<file path="src/rtl/motor_pkg.sv">
// Shared definitions for the motor duty scheduler.
// Holds the duty width, the default duty clamp and the scheduler state encoding.
package motor_pkg;

    localparam int DUTY_W       = 8;
    localparam int MAX_DUTY_DEF = 100;

    typedef enum logic {
        IDLE = 1'b0,
        RAMP = 1'b1
    } state_t;

endpackage : motor_pkg

</file>
<file path="src/rtl/motor_duty_sched_tick_gen.sv">
// Ramp tick generator: a reloading down-counter that emits one pulse every RAMP_DIV cycles.
// Asserting clr restarts the period, so the first tick comes RAMP_DIV cycles after clr.
module tick_gen #(
    parameter int RAMP_DIV = 50000
) (
    input  logic clk_50,
    input  logic rst_n,
    input  logic clr,
    output logic tick
);

    localparam int CW = (RAMP_DIV > 1) ? $clog2(RAMP_DIV) : 1;
    localparam logic [CW-1:0] RELOAD = CW'(RAMP_DIV - 1);

    logic [CW-1:0] cnt;

    always_ff @(posedge clk_50 or negedge rst_n) begin
        if (!rst_n) begin
            cnt <= '0;
        end else if (clr || (cnt == '0)) begin
            cnt <= RELOAD;
        end else begin
            cnt <= cnt - 1'b1;
        end
    end

    // Terminal count of the period; a clear in the same cycle wins.
    assign tick = !clr && (cnt == '0);

endmodule : tick_gen

</file>
<file path="src/rtl/motor_duty_sched.sv">
// Round-robin duty scheduler: grants one of two requesters a new duty target and ramps
// duty_out toward it in fixed steps, one step per tick, with an emergency-stop override.
//
//  state | meaning
//  ------+------------------------------------------------------------
//  IDLE  | no ramp active; a request (estop low) is granted this cycle
//  RAMP  | stepping duty_out toward target on each tick; done on match
module motor_duty_sched
    import motor_pkg::*;
#(
    parameter int RAMP_DIV = 50000,
    parameter int STEP     = 5,
    parameter int MAX_DUTY = MAX_DUTY_DEF
) (
    input  logic              clk_50,
    input  logic              rst_n,
    input  logic              req_a,
    input  logic [DUTY_W-1:0] duty_a,
    input  logic              req_b,
    input  logic [DUTY_W-1:0] duty_b,
    input  logic              estop,
    output logic [DUTY_W-1:0] duty_out,
    output logic              gnt_a,
    output logic              gnt_b,
    output logic              busy,
    output logic              done
);

    localparam logic [DUTY_W:0] STEP9 = (DUTY_W + 1)'(STEP);
    localparam logic [DUTY_W:0] MAX9  = (DUTY_W + 1)'(MAX_DUTY);

    state_t            state;
    state_t            state_nxt;
    logic [DUTY_W-1:0] target;
    logic [DUTY_W-1:0] target_nxt;
    logic [DUTY_W-1:0] duty_nxt;
    logic              last_b;
    logic              last_b_nxt;
    logic              pick_a;
    logic              grant_ok;
    logic              tick;
    logic              tick_clr;

    function automatic logic [DUTY_W-1:0] clamp_duty(input logic [DUTY_W-1:0] d);
        if ({1'b0, d} > MAX9) begin
            return MAX9[DUTY_W-1:0];
        end
        return d;
    endfunction

    // One step toward tgt in 9-bit arithmetic, landing exactly on tgt rather than overshooting.
    function automatic logic [DUTY_W-1:0] step_toward(input logic [DUTY_W-1:0] cur,
                                                       input logic [DUTY_W-1:0] tgt);
        logic [DUTY_W:0] up;
        logic [DUTY_W:0] dn;
        up = {1'b0, cur} + STEP9;
        dn = {1'b0, cur} - STEP9;
        if (cur < tgt) begin
            return (up > {1'b0, tgt}) ? tgt : up[DUTY_W-1:0];
        end else if (cur > tgt) begin
            if (({1'b0, cur} < STEP9) || (dn < {1'b0, tgt})) begin
                return tgt;
            end
            return dn[DUTY_W-1:0];
        end
        return cur;
    endfunction

    tick_gen #(
        .RAMP_DIV (RAMP_DIV)
    ) u_tick_gen (
        .clk_50 (clk_50),
        .rst_n  (rst_n),
        .clr    (tick_clr),
        .tick   (tick)
    );

    // A wins when alone, or on a tie when B was granted last.
    assign pick_a   = req_a && (!req_b || last_b);
    // Grants are combinational, so they are also masked by reset to stay low during it.
    assign grant_ok = rst_n && (state == IDLE) && !estop;
    assign gnt_a    = grant_ok && pick_a;
    assign gnt_b    = grant_ok && req_b && !pick_a;
    assign busy     = (state == RAMP);
    assign done     = (state == RAMP) && !estop && (duty_out == target);

    always_ff @(posedge clk_50 or negedge rst_n) begin
        if (!rst_n) begin
            state    <= IDLE;
            target   <= '0;
            duty_out <= '0;
            last_b   <= 1'b1;
        end else begin
            state    <= state_nxt;
            target   <= target_nxt;
            duty_out <= duty_nxt;
            last_b   <= last_b_nxt;
        end
    end

    always_comb begin
        state_nxt  = state;
        target_nxt = target;
        duty_nxt   = duty_out;
        last_b_nxt = last_b;
        tick_clr   = 1'b0;

        if (estop) begin
            state_nxt  = IDLE;
            target_nxt = '0;
            duty_nxt   = '0;
            tick_clr   = 1'b1;
        end else begin
            case (state)
                IDLE: begin
                    if (gnt_a) begin
                        target_nxt = clamp_duty(duty_a);
                        last_b_nxt = 1'b0;
                        state_nxt  = RAMP;
                        tick_clr   = 1'b1;
                    end else if (gnt_b) begin
                        target_nxt = clamp_duty(duty_b);
                        last_b_nxt = 1'b1;
                        state_nxt  = RAMP;
                        tick_clr   = 1'b1;
                    end
                end
                RAMP: begin
                    if (done) begin
                        state_nxt = IDLE;
                    end else if (tick) begin
                        duty_nxt = step_toward(duty_out, target);
                    end
                end
                default: begin
                    state_nxt = IDLE;
                end
            endcase
        end
    end

endmodule : motor_duty_sched

</file>
<file path="config.mk">
export PLATFORM = sky130hd
export DESIGN_NAME = motor_duty_sched
export DESIGN_NICKNAME = d
export VERILOG_FILES = /design/src/rtl/motor_pkg.sv /design/src/rtl/motor_duty_sched_tick_gen.sv /design/src/rtl/motor_duty_sched.sv
export SDC_FILE = /design/constraint.sdc
export NUM_CORES = 1
export LEC_CHECK = 0
export CAP_MARGIN = 5
export CORE_MARGIN = 8
export CORE_UTILIZATION = 60
export CTS_CLUSTER_DIAMETER = 150
export DETAILED_ROUTE_END_ITERATION = 10
export PLACE_DENSITY = 0.85
export SETUP_SLACK_MARGIN = 0.5
export SLEW_MARGIN = 40
export SYNTH_ARGS = -nofsm -noshare
export SYNTH_HDL_FRONTEND = slang
export SYNTH_SLANG_ARGS = --single-unit
</file>
<file path="constraint.sdc">
create_clock -name clk_50 -period 7.27 [get_ports clk_50]
set_clock_uncertainty 0.2 [all_clocks]
set_input_delay 0.727 -clock clk_50 [delete_from_list [all_inputs] [get_ports clk_50]]
set_output_delay 0.727 -clock clk_50 [all_outputs]
set_load 0.01 [all_outputs]
</file>
== Word-level counts from Yosys, hierarchy flattened ==
Index checks and enable logic that the tools add are counted.
Word-level totals
  bits in registers: 34
  input port bits: 21
  output and inout port bits: 12
  logic and storage cells: 95
Operators by class
  add/subtract/negate cells: 3
  order comparisons: 7
  eq/ne operators: 3
  multiplexer cells: 50
  bitwise logic cells: 2
  reduce and logical (&&, ||, !) cells: 25
Operator list (count)
  $mux W8: 18
  $mux W1: 30
  $gt A8 B7 Y1 const B: 2
  $logic_not A16 Y1: 1
  $mux W16: 1
  $sub A16 B1 Y16 const B: 1
  $add A8 B3 Y9 const B: 1
  $gt A9 B8 Y1: 1
  $logic_and A1 B1 Y1: 9
  $lt A9 B8 Y1: 1
  $sub A8 B3 Y9 const B: 1
  $eq A8 B8 Y1: 1
  $gt A8 B8 Y1: 1
  $lt A8 B3 Y1 const B: 1
  $lt A8 B8 Y1: 1
  $reduce_bool A2 Y1: 4
  $logic_not A1 Y1: 4
  $ne A2 B2 Y1 const B: 2
  $reduce_and A4 Y1: 1
  $logic_or A1 B1 Y1: 3
  $reduce_and A3 Y1: 1
  $reduce_bool A3 Y1: 1
  $not A1 Y1: 2
  $pmux W1 S2: 1
  $reduce_and A2 Y1: 1

== Longest topological paths before layout ==
  depth in word-level cells: 23
  gate-level depth with buffers: 13
  gate-level depth less buffers: 13

== Cells and area by module ==
From an unflattened synthesis, not the netlist that was laid out.
Unflattened totals
  cell total of the unflattened synthesis: 306
  area, all modules: 2850.2 um^2
Modules (own cells, without submodules)
  motor_duty_sched: times used 1, cells an instance 227, area an instance 2019.4 um^2, sequential area each 451.7 um^2
  tick_gen: times used 1, cells an instance 79, area an instance 830.8 um^2, sequential area each 400.4 um^2

== Worst setup path after synthesis ==
OpenSTA, ideal clock, no wires.
  kind: reg-to-reg
  start: register duty_out[2]
  end: register duty_out[2]
  setup time: 0.104 ns
  data arrival time: 2.809 ns
  data required time: 6.966 ns
  path slack: 4.157 ns
  stages on the path, launching flop included: 12
  period minus slack after synthesis: 3.113 ns
  path through: dfrtp_1 clkbuf_1 a21oi_1 nor3_1 xor2_1 ha_1 and2_1 a221o_1 nor3_1 o31ai_2 mux2i_1 a221oi_1
On the way
  longest elaborated chain between the ends: 18
  elaborated cells between the ends (all ways): 35
RTL lines
  from (decl): RTL line motor_duty_sched.sv:22  | output logic [DUTY_W-1:0] duty_out,
  from (signal assigned): RTL line motor_duty_sched.sv:96  | duty_out <= duty_nxt;
  $sub A8 B3 Y9: RTL line motor_duty_sched.sv:57  | dn = {1'b0, cur} - STEP9;
  $lt A9 B8 Y1: RTL line motor_duty_sched.sv:61  | if (({1'b0, cur} < STEP9) || (dn < {1'b0, tgt})) begin
  $logic_or A1 B1 Y1: RTL line motor_duty_sched.sv:61
  $mux W1: RTL line motor_duty_sched.sv:61
  $mux W1: RTL line motor_duty_sched.sv:60  | end else if (cur > tgt) begin
  $mux W1: RTL line motor_duty_sched.sv:58  | if (cur < tgt) begin
  $mux W1: RTL line motor_duty_sched.sv:131  | end else if (tick) begin
  $mux W1: RTL line motor_duty_sched.sv:129  | if (done) begin
  [... 2 more ...]
  $mux W8: RTL line motor_duty_sched.sv:64  | return dn[DUTY_W-1:0];
  $mux W8: RTL line motor_duty_sched.sv:60
  $mux W8: RTL line motor_duty_sched.sv:58
  $mux W8: RTL line motor_duty_sched.sv:66  | return cur;
  $mux W8: RTL line motor_duty_sched.sv:131
  $mux W8: RTL line motor_duty_sched.sv:129
  $mux W8: RTL line motor_duty_sched.sv:114  | case (state)
  $mux W8: RTL line motor_duty_sched.sv:108  | if (estop) begin
Several ways; a longest one is shown, not always the timed one. The select of a mux whose other input is x is not followed.
A chain may end at the register's enable or synchronous reset.

== Worst setup path in the final report ==
  start: input port rst_n
  end: output port gnt_a
On the way
  longest elaborated chain between the ends: 3
RTL lines
  from (decl): RTL line motor_duty_sched.sv:16  | input logic rst_n,
  $logic_and A1 B1 Y1 (2 in series): RTL line motor_duty_sched.sv:81  | assign grant_ok = rst_n && (state == IDLE) && !estop;
  $logic_and A1 B1 Y1: RTL line motor_duty_sched.sv:82  | assign gnt_a = grant_ok && pick_a;
  to (decl): RTL line motor_duty_sched.sv:23  | output logic gnt_a,
Every way passes these cells.

==> flow_summary.toml <==
[outcome]
status = "finished clean"

[clock_tree]
cts_tree = "yes"
cts_num_sinks = 34
clk_latency_ns = 0.29
clock_path_buffers = 2
cts_buffers = 5
post_cts_resized = 0
clkSlewWorstSetupHoldPaths_ns = 0.07
cts_hold_buf = 0
cts_root_buf = "clkbuf_8"
htree_num_levels = 2
post-cts-setup-buffers = 0

[critical_path]
crit_family = "buffers and inverters"
path_common_cell = "clkdlybuf4s50_1"
cp-start-kind = "input pin"
critPathSlowestCell = "clkdlybuf4s50_1"
cp_slowest_stage_delay_ns = 0.55
cp.required_ns = 6.34
crit_path_cell_trace = "clkdlybuf4s50_1 > buf_4 > nor3b_1 > nand3_1 > inv_1 > clkdlybuf4s50_1"
endpoint_kind = "output port"
path_class = "in2out"
crit_arrival_ns = 2.89
crit_buf_inv = 4
critical_path.max_fanout = 35

[logic_synthesis]
yosysMostFrequentCell = "nand2_1"
synth.top_cell.area_share = 0.3110
syn_nets = 353
syn-cell-area_sq_um = 2655
ys_top_cells_by_area = "dfrtp_1 (31%), ha_1 (13%), nand2_1 (5.1%)"
netlist_instances = 305
synth-edff-count = 0
yosysSeqAreaShare = 0.3209
synth_ff_type = "dfrtp_1"
async_flop_share = 1.000
ys_ff_latch = 34
ys.warnings.count = 0
synthTopCellsByCount = "nand2_1 (36), dfrtp_1 (33), ha_1 (27)"
ys_types = 53
yosysTopAreaCell = "dfrtp_1"
syn_area_per_cell_sq_um = 8.705

[timing]
clock.fmax_ghz = 0.2622
hold_viol = 0
worst_slack_ns = 3.456
rsz0062_at_grt = "no"
tns_ns = 0
maxSlewViolCount = 0
slew-limit-headroom = 0.5048
holdWs_ns = 0.2701
tightest_slew_ns = 0.7371
finalSetupViolations = 0
period_minus_slack_ns = 3.814
fin_crit_sh = 0.5246

[power]
p_per_area_nw_per_um2 = 154.6
finalPower_mw = 0.4856
p_leak_nw = 1.336
max-vdd-ir-drop_mv = 0.1843

[die]
initial_utilization = 0.6140
core_sq_um = 4324
num_rows = 24
die_y_um = 82.52
die-area_sq_um = 6810
ioPinCount = 33
die_w_um = 82.52

[worst_hold_path]
hp-class = "reg2reg"

[final_layout]
syn2layout_area_growth_pct = 18.33
num_antenna_cells = 0
drive_gt1_frac = 0.07122
num-fill-cells = 349
layout.nets = 384
ff_latch_area_sq_um = 852.1
multi_input_area_sq_um = 1720

[placed_design]
hpwl_um = 5055
place_congestion = 0.9704
pre_cts_slack_ns = 3.422
portBuffers = 32

[drt]
num_vias = 2441
drc = 0
wire_per_inst_um = 16.95
via_per_inst = 6.275
drt-initial-drc-count = 214
ant_nets = 0
wirelength_um = 6594
drtPass1Iterations = 5

[global_routing]
grt_max_degree = 36
first_global_vias = 2453
grtUsageTotal = 0.2112
grt_pass1_wl_um = 11230
antenna_found_initial = 0
gr-total-overflow = 0

[job]
max_cap_viol_count = 0
-- layer usage --
| layer | vias to the layer above | GRT usage | wire length [um] |
|---|---|---|---|
| li1 | 1184 | - | - |
| met1 | 1135 | 0.2760 | 3092 |
| met2 | 105 | 0.3312 | 2919 |
| met3 | 17 | 0.03463 | 435 |
| met4 | 0 | 0.1034 | 146 |
| met5 | - | 0 | 0 |
-- state kept, by name (all words and copies together), names as in the netlist --
signal / flops
u_tick_gen.cnt: 16
duty_out: 8
target: 8
busy: 1
last_b: 1
-- cells in the final DEF (no fill, tap or decap), drive strengths merged, types with 3 or more instances in the layout --
| master | netlist | routed |
|---|---|---|
| nand2 | 36 | 36 |
| dfrtp | 33 | 33 |
| clkdlybuf4s50 | 0 | 32 |
| ha | 27 | 27 |
| nor2 | 23 | 23 |
| a21oi | 19 | 19 |
| nor3 | 17 | 17 |
| inv | 16 | 16 |
| xnor2 | 14 | 14 |
| o21ai | 14 | 14 |
| mux2i | 10 | 10 |
| a221oi | 7 | 7 |
| clkbuf | 8 | 7 |
| nand3 | 6 | 6 |
| o211ai | 6 | 6 |
| xor2 | 5 | 5 |
| nand2b | 5 | 5 |
| or3 | 5 | 5 |
| and3 | 4 | 4 |
| nand4 | 4 | 4 |
| nor4 | 3 | 3 |
| nor2b | 3 | 3 |
| o21bai | 3 | 3 |
| a221o | 3 | 3 |
| a31o | 3 | 3 |
| o221ai | 3 | 3 |
-- cell type report --
type / instances / share of cell area
multi-input cells: 246 / 0.5476
flip-flops and latches: 34 / 0.2712
repair buffers: 33 / 0.1043
clock buffers: 7 / 0.02748
well taps: 52 / 0.02071
inverters: 16 / 0.01912
clock inverters: 1 / 0.009558
-- power breakdown --
group	internal (mW)	total (mW)	switching (mW)	leakage [nW]
Combinational	0.0452	0.101	0.0560	0.857
Clock	0.112	0.177	0.0656	0.0585
Sequential	0.198	0.207	0.00926	0.421
-- cell families (layout without fill, tap and decap cells) --
logic type / after synthesis / in the layout / share of synthesized area
DFF: 34 / 34 / 0.3209
and+or+nand+nor: 114 / 114 / 0.2111
adders and majority gates: 27 / 27 / 0.1272
xor gates and xnor gates: 19 / 19 / 0.06268
AOI/OAI and AO/OA: 76 / 76 / 0.2045
buffers and inverters: 25 / 57 / 0.03581
muxes: 10 / 10 / 0.03770
-- worst paths after layout --
kind | cells after the start | to | slack, ns | startpoint
max in group asynchronous | 2 | last_b | 5.90 | rst_n
min in group asynchronous | 2 | u_tick_gen.cnt[6] | 0.64 | rst_n
max | 6 | gnt_a | 3.46 | rst_n
max reg2reg | 10 | duty_out[3] | 3.80 | duty_out[2]
min reg2reg | 1 | u_tick_gen.cnt[0] | 0.27 | u_tick_gen.cnt[0]
min | 1 | u_tick_gen.cnt[0] | 0.27 | u_tick_gen.cnt[0]
-- stage by stage --
stage | cell area (sq um) | cells | util
after floorplan | 2655 | 305 | -
after CTS | 3133 | 389 | 0.7245
after detailed placement | 3017 | 381 | 0.6976
after global routing | 3142 | 389 | 0.7266
after global placement | 3013 | 381 | 0.6968
final | 3142 | 389 | 0.7266
Power figures use the tool's default switching activity.
==> RTL edit 1: new RTL, config.mk and constraints unchanged <==
`RAMP_DIV` is set to 50000 in 2 places; all go to 100000.
--- a/src/rtl/motor_duty_sched_tick_gen.sv
+++ b/src/rtl/motor_duty_sched_tick_gen.sv
@@ -1,7 +1,7 @@
 // Ramp tick generator: a reloading down-counter that emits one pulse every RAMP_DIV cycles.
 // Asserting clr restarts the period, so the first tick comes RAMP_DIV cycles after clr.
 module tick_gen #(
-    parameter int RAMP_DIV = 50000
+    parameter int RAMP_DIV = 100000
 ) (
     input  logic clk_50,
     input  logic rst_n,
--- a/src/rtl/motor_duty_sched.sv
+++ b/src/rtl/motor_duty_sched.sv
@@ -8,7 +8,7 @@
 module motor_duty_sched
     import motor_pkg::*;
 #(
-    parameter int RAMP_DIV = 50000,
+    parameter int RAMP_DIV = 100000,
     parameter int STEP     = 5,
     parameter int MAX_DUTY = MAX_DUTY_DEF
 ) (
Formal check against the unedited RTL: same outputs for any inputs over 10 cycles, from zero or initial values and one cycle with rst_n low; that may be too few to reach the edited logic, so the function may still have changed.
==> RTL edit 1 against the original RTL <==
- synthesized cell count is 0.66% lower
- via count is 1.3% lower
- power is 6.7% lower
- area after synthesis is 1.6% higher
- setup slack worse by 130 ps
- utilization is 0.67 points lower
- critical path depth stayed put
- sequential cell count is 1 higher
- cell area is 0.24% lower
- global-route usage is 1.9 points lower
- wire length is 1.9% lower
==> RTL edit 1: results (changes against the original RTL) <==
===========================================================================
Run status ................................................... finished, final reports clean
Post-synth cell types ........................................           55   +3.8%
First-pass GRT wire length ...................................     11320 um   +0.80%
Worst slew margin relative to its limit ......................       0.5302   +0.02539
Fill cells ...................................................          348   -0.29%
Sequential area share after synthesis ........................       0.3250   +0.004065
Reg2Reg Setup Slack ..........................................      3590 ps   -210 ps
Synth Area in Compound Gates .................................       0.1734   -0.03114
Final wirelength .............................................      6469 um   -1.9%
Maximum number of pins on one net before global-route repair .           37   +2.8%
Drt first-iter violations ....................................          250   +17%
Number of levels in the clock H-tree .........................            2   unchanged
Share of cells above drive strength 1 ........................      0.07440   +0.003188
Signal buf overhead ..........................................       0.1046   +0.0002497
Crit path setup slack, layout ................................      3325 ps   -131.5 ps
Capturing point of the worst reg2reg path .................... duty_out[0]$_DFFE_PN0P_
Routed length on met1 ........................................      2940 um   -4.9%
Via count of the first global-routing pass ...................         2395   -2.4%
Total global routing track utilization .......................       0.1919   -0.01924
Met3 Wirelength ..............................................       498 um   +14%
Count of multi-input combinational gates .....................          243   -1.2%
Main area contributors after synthesis ....................... sky130_fd_sc_hd__dfrtp_1, sky130_fd_sc_hd__ha_1, sky130_fd_sc_hd__nand2_1
Half-perimeter wire length of the detailed placement result ..      5050 um   about the same
Standby leakage power ........................................     1.321 nW   -1.1%
Gpl congestion ...............................................       0.9256   -4.6%
Critical Path AT .............................................      3020 ps   +130 ps
Met2 WL post-DR ..............................................      2897 um   -0.75%
Worst ir drop on vdd .........................................    0.1421 mV   -23%
Mean number of vias per cell .................................        6.211   -1.0%
Count of input and output buffers ............................           32   unchanged
Commonest cells in the synthesized netlist ................... sky130_fd_sc_hd__dfrtp_1, sky130_fd_sc_hd__nand2_1, sky130_fd_sc_hd__ha_1
Final #Nets ..................................................          382   -0.52%
Seq/total area ...............................................       0.2798   +0.008633
Maximum buffer depth of the clock tree .......................            2   unchanged
Synthesized-area fraction occupied by adder cells ............       0.1205   -0.006701
Count of cells along the worst register-to-register path .....           14   +4
Nets in the synthesized netlist ..............................          350   -0.85%
Worst Hold Depth .............................................            1   unchanged
Share of synthesized area spent on multiplexers ..............      0.03477   -0.002930
Synth Area in XOR/XNOR .......................................      0.08113   +0.01845
Count of clock buffers in the final design ...................            6   -1
Count of non-CTS inverters in the layout .....................           17   +1
Seq cells post-synth .........................................           35   +2.9%
===========================================================================
==> RTL edit 1: cell types whose count changed in the layout (fill, tap and decap cells not counted), sizes merged, moves of 5 or more <==
cell    unedited run  this run
o21ai             14        21
xor2               5        12
o211ai             6         1
nand2             36        31
nor3              17         7
nand2b             5        10
==> RTL edit 1: stage by stage <==
step                      total power [mW]  cells  area, um2  hold slack [ps]
final                               0.4532    388       3134            295.4
after global routing                0.4731    388       3134            327.5
after CTS                           0.4529    388       3134            296.7
after detailed placement            0.3187    380       3049            287.5
after global placement              0.3137    380       3045            281.9
after floorplan                     0.2792    303       2699            231.4
==> RTL edit 1: per-layer routing <==
layer  track usage  vias to the layer above
li1              -                     1153
met1        0.2456                     1150
met4       0.07827                        0
met2        0.2977                       94
met3       0.05078                       13
met5             0                        -
==> RTL edit 1: where the power goes <==
group	switching (mW)	total, mW	internal, mW
registers	0.0106	0.215	0.205
clock network	0.0693	0.136	0.0669
logic	0.0578	0.102	0.0441
total	0.138	0.453	0.315
==> RTL edit 2: new RTL, same settings <==
Made on the original files. Reset style: synchronous (`rst_n`), changed in 2 clocked blocks.
--- a/src/rtl/motor_duty_sched_tick_gen.sv
+++ b/src/rtl/motor_duty_sched_tick_gen.sv
@@ -14,7 +14,7 @@
 
     logic [CW-1:0] cnt;
 
-    always_ff @(posedge clk_50 or negedge rst_n) begin
+    always_ff @(posedge clk_50) begin
         if (!rst_n) begin
             cnt <= '0;
         end else if (clr || (cnt == '0)) begin
--- a/src/rtl/motor_duty_sched.sv
+++ b/src/rtl/motor_duty_sched.sv
@@ -84,7 +84,7 @@
     assign busy     = (state == RAMP);
     assign done     = (state == RAMP) && !estop && (duty_out == target);
 
-    always_ff @(posedge clk_50 or negedge rst_n) begin
+    always_ff @(posedge clk_50) begin
         if (!rst_n) begin
             state    <= IDLE;
             target   <= '0;
Function: differs if rst_n is asserted again (counterexample within 4 cycles, from zero or initial values and one cycle with rst_n low); with rst_n held inactive, the same outputs for 10 cycles.
==> RTL edit 2 against the original RTL <==
- power down 14%
- cell area down 4.8%
- utilization up 1.0 points
- area after synthesis down 4.1%
- cell count up 0.26%
- synthesized cell count up 1.3%
- first-iteration DRC count up 14%
- sequential cell count unchanged
- wire length up 4.0%
- setup slack better by 27 ps
- register-to-register slack worse by 320 ps
- combinational power down 37%
==> RTL edit 2: results (changes against the original RTL) <==
================================================================================
Run status ........................................................ finished, final reports clean
Transition time at the pin with the least slew margin .............     751.4 ps   +14.25 ps
Worst flop-to-flop path startpoint ................................ duty_out[0]$_SDFFE_PP0P_
Slowest CP cell ................................................... sky130_fd_sc_hd__o21ai_1
Maximum number of pins on one net before global-route repair ......           17   -53%
Total global routing track utilization ............................       0.2145   +0.003360
Standby leakage power .............................................     1.233 nW   -7.7%
Commonest cells in the synthesized netlist ........................ sky130_fd_sc_hd__dfxtp_1, sky130_fd_sc_hd__nor2_1, sky130_fd_sc_hd__a21oi_1
Total CTS buffers .................................................            5   unchanged
Final wirelength ..................................................      6860 um   +4.0%
Crit Path Max Fanout ..............................................            8   -77%
Terminating pin of the worst hold path ............................ u_tick_gen.cnt[0]$_SDFF_PN0_
Share of synthesized flip-flops with an asynchronous set or reset .            0   -1.000
Drt first-iter violations .........................................          243   +14%
Mean number of vias per cell ......................................        6.403   +2.0%
Count of endpoints failing hold in the final timing report ........            0   unchanged
Via count of the first global-routing pass ........................         2454   +0.041%
First-pass GRT wire length ........................................     11250 um   +0.24%
Nets in the synthesized netlist ...................................          356   +0.85%
Post-synth cell types .............................................           52   -1.9%
Capturing point of the worst reg2reg path ......................... duty_out[5]$_SDFFE_PP0P_
Count of input and output buffers .................................           32   unchanged
Inst Count DP .....................................................          382   +0.26%
Worst ir drop on vdd ..............................................    0.1039 mV   -44%
Classification of the worst-slack hold path ....................... register to register
DRC errors left ...................................................            0   unchanged
Fill cells ........................................................          303   -13%
Yosys warnings ....................................................            0   unchanged
Start point of the worst hold path ................................ u_tick_gen.cnt[0]$_SDFF_PN0_
Cell family with most CP delay .................................... compound AO/OA/AOI/OAI gates
Count of inserted antenna diode cells .............................            0   unchanged
Main area contributors after synthesis ............................ sky130_fd_sc_hd__dfxtp_1, sky130_fd_sc_hd__ha_1, sky130_fd_sc_hd__a21oi_1
Sequential area share after synthesis .............................       0.2672   -0.05373
WHS ...............................................................     311.2 ps   +41.17 ps
Half-perimeter wire length of the detailed placement result .......      5245 um   +3.8%
Dpl cell area ..................................................... 0.002895 mm2   -4.0%
Crit path largest cell delay ......................................       580 ps   +30 ps
Maximum buffer depth of the clock tree ............................            2   unchanged
Share of cells above drive strength 1 .............................      0.07353   +0.002313
Gpl congestion ....................................................       0.9341   -3.7%
Count of non-filler cells in the finished layout ..................          390   +0.26%
Number of buffers inserted by post-CTS setup repair ...............            0   unchanged
Post-route minimum period .........................................      3787 ps   -26.51 ps
Setup slack after placement .......................................      3530 ps   +107.4 ps
Number of detailed-route iterations in the first pass .............            4   -1
Clock-pin slew on the worst setup and hold paths ..................        80 ps
Count of cells along the worst register-to-register path ..........           12   +2
Post-synthesis area per instance ..................................    8.244 um2   -5.3%
================================================================================
-- RTL edit 2: final cells by class --
type                    count  area [um2]  area share
flip-flops and latches     34       680.7      0.2276
repair buffers             32       320.3      0.1071
clock buffers               6       82.58     0.02762
multi-input cells         249        1768      0.5912
clock inverters             2       12.51    0.004184
well taps                  50       62.56     0.02092
inverters                  17       63.81     0.02134
-- RTL edit 2: worst max-delay path by stage --
stage / startpoint / end
final: duty_out[0]$_SDFFE_PP0P_ / duty_out[5]$_SDFFE_PP0P_
after floorplan: duty_out[0]$_SDFFE_PP0P_ / duty_out[4]$_SDFFE_PP0P_
after global routing: duty_out[0]$_SDFFE_PP0P_ / duty_out[6]$_SDFFE_PP0P_
after CTS: duty_out[0]$_SDFFE_PP0P_ / duty_out[5]$_SDFFE_PP0P_
after global placement: duty_out[0]$_SDFFE_PP0P_ / duty_out[6]$_SDFFE_PP0P_
after detailed placement: duty_out[0]$_SDFFE_PP0P_ / duty_out[5]$_SDFFE_PP0P_
-- RTL edit 2: power by group --
| part | total [mW] | switching (mW) | internal (mW) | leakage, nW |
|---|---|---|---|---|
| Clock | 0.153 | 0.0770 | 0.0762 | 0.0472 |
| Sequential | 0.198 | 0.00575 | 0.192 | 0.278 |
| Combinational | 0.0640 | 0.0341 | 0.0298 | 0.908 |
-- RTL edit 2: cells by family after synthesis --
family / synth area share
multiplexers: 0.02898
buffers and inverters: 0.04126
adder cells (fa/ha/maj): 0.1277
flip-flops: 0.2672
XOR/XNOR: 0.07908
AO/OA/AOI/OAI: 0.2323
AND/OR/NAND/NOR: 0.2235
-- RTL edit 2: routing by layer --
layer  global-route usage  wire [um]
met3              0.04967        490
met5                    0          0
met1               0.2717       3111
met4              0.08214        123
met2               0.3448       3135
